File: src/rtl/best_ruler_tracker.sv
// best_ruler_tracker: keeps the shortest ruler found by the leaf counter and feeds back a shrinking limit.
// Optional statistics counters are built only when BEST_RULER_STATS_EN is defined.
module best_ruler_tracker #(
   parameter int NUMPOSITIONS = 5,
   parameter int MAXVALUE     = 500
) (
   input  logic                          clock,
   input  logic                          reset,
   input  logic                          start,
   input  logic [8:0]                    init_limit,
   input  logic [6:0]                    enabled,
   input  logic                          success,
   input  logic [8:0]                    leaf_val,
   input  logic [(NUMPOSITIONS+1)*9-1:0] marks_in,
   output logic [8:0]                    limit,
   output logic [(NUMPOSITIONS+1)*9-1:0] result_marks,
   output logic                          result_valid,
   input  logic                          result_ready,
   output logic [8:0]                    best_length,
   output logic                          done,
   output logic [15:0]                   found_count,
   output logic [15:0]                   overwrite_count
);
   localparam int W = (NUMPOSITIONS + 1) * 9;
   localparam logic [8:0] MAXV = 9'(MAXVALUE);

   typedef enum logic [1:0] {IDLE, SEARCH, DRAIN, DONE} state_t;

   state_t         state_q, state_d;
   logic [8:0]     limit_q, limit_d;
   logic [8:0]     best_q, best_d;
   logic [W-1:0]   marks_q, marks_d;
   logic           valid_q, valid_d;
   logic           capture, handshake, overwrite;

   assign capture   = (state_q == SEARCH) && success && (leaf_val <= limit_q) && (leaf_val != 9'd0);
   assign handshake = valid_q && result_ready;
   assign overwrite = capture && valid_q && !result_ready;

   always_ff @(posedge clock or posedge reset) begin
      if (reset) begin
         state_q <= IDLE;
         limit_q <= '0;
         best_q  <= '0;
         marks_q <= '0;
         valid_q <= 1'b0;
      end else begin
         state_q <= state_d;
         limit_q <= limit_d;
         best_q  <= best_d;
         marks_q <= marks_d;
         valid_q <= valid_d;
      end
   end

   always_comb begin
      state_d = state_q;
      limit_d = limit_q;
      best_d  = best_q;
      marks_d = marks_q;
      valid_d = handshake ? 1'b0 : valid_q;
      if (capture) begin
         marks_d = {marks_in[W-1:9], leaf_val};
         best_d  = leaf_val;
         limit_d = leaf_val - 9'd1;
         valid_d = 1'b1;
      end
      case (state_q)
         IDLE, DONE: if (start) begin
            state_d = SEARCH;
            limit_d = (init_limit > MAXV) ? MAXV : init_limit;
            best_d  = '0;
         end
         // a capture in the exhausting cycle leaves a result that must still drain
         SEARCH: if (enabled == 7'd0) state_d = (valid_q || capture) ? DRAIN : DONE;
         DRAIN: if (!valid_q) state_d = DONE;
         default: state_d = IDLE;
      endcase
   end

   assign limit        = limit_q;
   assign best_length  = best_q;
   assign result_marks = marks_q;
   assign result_valid = valid_q;
   assign done         = (state_q == DONE);

`ifdef BEST_RULER_STATS_EN
   logic [15:0] found_q, over_q;
   always_ff @(posedge clock or posedge reset) begin
      if (reset) begin
         found_q <= '0;
         over_q  <= '0;
      end else begin
         if (capture && found_q != 16'hFFFF) found_q <= found_q + 16'd1;
         if (overwrite && over_q != 16'hFFFF) over_q <= over_q + 16'd1;
      end
   end
   assign found_count     = found_q;
   assign overwrite_count = over_q;
`else
   logic unused_ovr;
   assign unused_ovr      = overwrite;
   assign found_count     = '0;
   assign overwrite_count = '0;
`endif
endmodule

File: config.mk
export PLATFORM = sky130hd
export DESIGN_NAME = best_ruler_tracker
export DESIGN_NICKNAME = d
export VERILOG_FILES = /design/src/rtl/best_ruler_tracker.sv
export SDC_FILE = /design/constraint.sdc
export NUM_CORES = 1
export LEC_CHECK = 0
export CORE_ASPECT_RATIO = 1.4
export CORE_MARGIN = 5
export CORE_UTILIZATION = 40
export CTS_CLUSTER_SIZE = 14
export DETAILED_ROUTE_END_ITERATION = 10
export GPL_TIMING_DRIVEN = 0
export HOLD_SLACK_MARGIN = 0.06
export PLACE_DENSITY = 0.81
export SLEW_MARGIN = 5
export SYNTH_ARGS = -nofsm -noshare
export SYNTH_HDL_FRONTEND = slang
export SYNTH_SLANG_ARGS = --single-unit
File: constraint.sdc
create_clock -name clock -period 2.64 [get_ports clock]
set_input_delay 0.528 -clock clock [delete_from_list [all_inputs] [get_ports clock]]
set_output_delay 0.528 -clock clock [all_outputs]
set_load 0.005 [all_outputs]
After elaboration in Yosys (flattened, before gate mapping)
Index checks and enable logic that the tools add are counted.
Word-level totals
  input port bits: 84
  flip-flop bits (word level): 75
  logic and storage cells: 39
  output and inout bits: 106
Cells by class
  add/sub/neg operators: 1
  $lt $le $gt $ge: 2
  equality and inequality tests: 6
  reduce and logical (&&, ||, !) cells: 11
  mux-type cells: 14
Operators by type and width (number)
  $mux W9: 7
  $gt A9 B9 Y1 const B: 1
  $le A9 B9 Y1: 1
  $reduce_bool A9 Y1: 1
  $sub A9 B1 Y9 const B: 1
  $logic_not A7 Y1: 1
  $mux W2: 3
  $pmux W2 S3: 1
  $eq A2 B2 Y1 const B: 2
  $logic_and A1 B1 Y1: 4
  $ne A2 B2 Y1 const B: 2
  $mux W1: 3
  $reduce_and A3 Y1: 1
  $eq A2 B1 Y1 const B: 1
  $logic_not A2 Y1: 1
  $ne A2 B1 Y1 const B: 1
  $reduce_bool A2 Y1: 1
  $reduce_or A2 Y1: 1
  $logic_or A1 B1 Y1: 1

Depth between registers and ports, before layout
  depth after elaboration: 8
  mapped depth: 9
  mapped depth without buffers: 8

Worst setup path before layout
No wires, ideal clock.
  path kind: in2reg
  start: input leaf_val[8]
  end: register marks_q[10] (netlist: result_marks[10])
  path slack: 0.395 ns
  data arrival time: 2.121 ns
  data required time: 2.515 ns
  buffers on the path: 1
  stages: 7
  setup time: 0.125 ns
  cells stage by stage: ha_1 > nand4_1 > nor3_1 > nor4b_4 > o21ai_4 > buf_4 > mux2_2
Between the ends
  word-level cells in the longest chain between the ends: 3
  elaborated cells between the ends (all ways): 4
  those cells by class: order compare (1); reduce/logical (3)
Ends and longest elaborated chain
  from (decl): line 13  | input logic [8:0] leaf_val,
  $le A9 B9 Y1: line 36  | assign capture = (state_q == SEARCH) && success && (leaf_val <= limit_q) && (leaf_val != 9'd0);
  $logic_and A1 B1 Y1: line 36
  $logic_and A1 B1 Y1 (*): line 36
  to (signal assigned): line 51  | marks_q <= marks_d;
  to (decl): line 32  | logic [W-1:0] marks_q, marks_d;
Mark *: on every way between the ends. The rest lies on a longest branch, timed or not.
A chain may end at the register's enable or synchronous reset.

Worst setup path in the final report
  start: input leaf_val[1]
  end: register marks_q[20] (netlist: result_marks[20])
The elaborated chain is that of the path after synthesis.

==> qor.csv <==
metric;value;unit
relSlewSlack;0.665;
cts.sinks;75;
rr_endpoint;result_marks[49]$_DFFE_PP0P_;
finalCritPeriodShare;0.962;
synthTopCellsByArea;dfrtp_1 52%, mux2_2 16%, buf_4 7.9%, ha_1 4.5%, mux2i_1 2.5%;
synth_cells;302;
drv_cap;0;
worstPathRequired;2850;ps
min_from;result_marks[0]$_DFFE_PP0P_;
path_cells;clkdlybuf4s50_1 -> inv_1 -> ha_1 -> nand3_1 -> o311a_4 -> o21ai_4 -> buf_4 -> mux2_2;
grt_pass1_vias;3203;
wire_per_inst;16.7;um
grt_start_max_net_pins;48;
r2r_slack;310;ps
cp-start-kind;input pin;
drive_above_1_share;0.234;
ys_seq_area_frac;0.517;
wl;10.1;mm
layout.nets;593;
core.rowCount;41;
io_buffers;148;
gp_congestion;0.819;
yosysTopAreaCell;dfrtp_1;
routed-via-count;2919;
slowest_stage;clkdlybuf4s50_1;
dpl.hpwl;7.85;mm
hold_viol;0;
worstRegToRegCells;9;
die-area;0.0111;sq mm
final_util;0.648;
max-vdd-ir-drop;0.776;mV
rr_startpoint;limit[5]$_DFF_PP0_;
io_pins;190;
drc;0;
synth_top_area_share;0.517;
syn_area_per_cell;12.0;sq um
yosys_warnings;0;
leakage;2.70;nW
grt_antenna_before_repair;0;
antenna_left;0;
slew_violations;0;
stdcell_area;0.00578;sq mm
path_clk_slew;60;ps
setup_violations;0;
dr.pass1.iters;5;
nFillCells;692;
worstSetupPathType;input pin to flop;
hold_buffers;0;
cts_tree;done;
layout.cells.non_filler;608;
ys_types;39;
clockBufferDepth;2;
crit_path_end_kind;flop;
grt_use_total;0.183;
htreeDepth;3;
critPathMaxStageDelay;530;ps
holdPathEnd;result_marks[0]$_DFFE_PP0P_;
placed_area;0.00539;sq mm
min_period;2540;ps
status;completed;
viasPerCell;4.80;
regArea;0.00188;sq mm
min_path_type;flop to flop;
whs_path_depth;2;
syn_area;0.00363;sq mm
critPathMaxFanout;10;
grt_first_pass_wirelength;15.9;mm
grt.overflow.total;0;
place_inst;589;
clock.fmax;394;MHz
ys.flop_type;dfrtp_1;
syn_to_final_growth;59.3;%
drt_iter0_markers;62;
skew;5.81;ps
synth-edff-count;0;
insertion_delay;330;ps
power.total;6.33;mW
final_common_cell;clkdlybuf4s50_1;
initial_core_util;0.407;
cts_buffers;9;
diodes;0;
multiInputGateArea;0.00154;sq mm
pwr_density_cell;1100;mW/mm^2
critPathArrivalTime;2750;ps
synthArstFlopShare;1.00;
synth-seq-cells;75;
dieWidth;90.5;um
ctsRootBufferMaster;clkbuf_16;
core;0.00893;sq mm
layout_common_cells;141 x clkdlybuf4s50_1, 75 x dfrtp_1, 51 x mux2_2;
die_h;123;um
worst_pin_slew;502;ps
-- synth_stat cells (2+ instances only) --
library cell,count
dfrtp_1,75
mux2_2,51
buf_4,38
nand2_1,18
inv_1,17
nor2_1,17
ha_1,13
mux2i_1,9
nand3_1,9
o21ai_0,8
o311ai_0,6
a21oi_1,5
nor3_1,4
xor2_1,4
nand4_1,2
nor3b_1,2
xnor2_1,2
-- power breakdown --
part	switching [mW]	internal (mW)
combinational	1.16	1.88
sequential	0.324	1.74
clock	0.453	0.781
-- critical path: cells and delay by family --
family / cells / cell delay [ps]
buffers and inverters: 3 / 890
AO/OA/AOI/OAI: 2 / 550
multiplexers: 1 / 350
adder cells (fa/ha/maj): 1 / 220
AND/OR/NAND/NOR: 1 / 200
-- through the flow --
step                      TNS (ps)  hold slack, ps  setup slack (ps)
after floorplan                  0             471               202
after global placement     -105570             465             -1020
after detailed placement    -30270             472              -470
after CTS                        0             485              10.2
after global routing          -148             502             -23.9
final                            0             474              99.8
-- layout make-up --
type	instances	share of cell area
Inverter	17	0.0115
Timing Repair Buffer	151	0.265
Buffer	42	0.0565
Sequential cell	75	0.325
Clock inverter	4	0.00844
Tap cell	107	0.0232
Multi-Input combinational cell	200	0.267
Clock buffer	12	0.0444
-- routing by layer --
layer  GRT usage  vias up  part of all wire
met3       0.101       14              0.12
met2       0.316      138              0.52
met1       0.183     1393              0.34
met5           0        -                 0
met4      0.0708        0             0.019
li1            -     1374                 -
-- state kept, by name, summed over array words and instances (netlist names) --
register,cells
result_valid,1
limit,9
best_length,9
state_q,2
result_marks,54
-- what timing repair did --
action / in CTS / in global routing
gates cloned: 1 / 0
resized for setup: 6 / 10
buffers inserted: 2 / 0
pin swaps: 2 / 3
endpoints found under the setup margin: 62 / 25
-- worst max-delay path by stage --
stage / start / to / cells past startpoint
floorplan: reset / best_length[0]$_DFF_PP0_ / 1
global placement: reset / result_marks[47]$_DFFE_PP0P_ / 2
detailed placement: leaf_val[6] / result_marks[50]$_DFFE_PP0P_ / 8
CTS: leaf_val[8] / result_marks[50]$_DFFE_PP0P_ / 9
global route: leaf_val[0] / result_marks[53]$_DFFE_PP0P_ / 8
finish: leaf_val[1] / result_marks[20]$_DFFE_PP0P_ / 8
-- cells by family (layout without fill, tap and decap cells) --
| kind of cell | count (synthesis) | count (layout) | share of synthesized area |
|---|---|---|---|
| compound gates | 31 | 32 | 0.0617 |
| xor+xnor | 6 | 6 | 0.0145 |
| flops | 75 | 75 | 0.517 |
| fa+ha+maj | 13 | 13 | 0.0448 |
| buf+inv | 59 | 226 | 0.103 |
| mux | 60 | 60 | 0.183 |
| other cells | 1 | 32 | 0.00103 |
| simple gates | 57 | 57 | 0.0751 |
(Power assumes the default switching activity.)
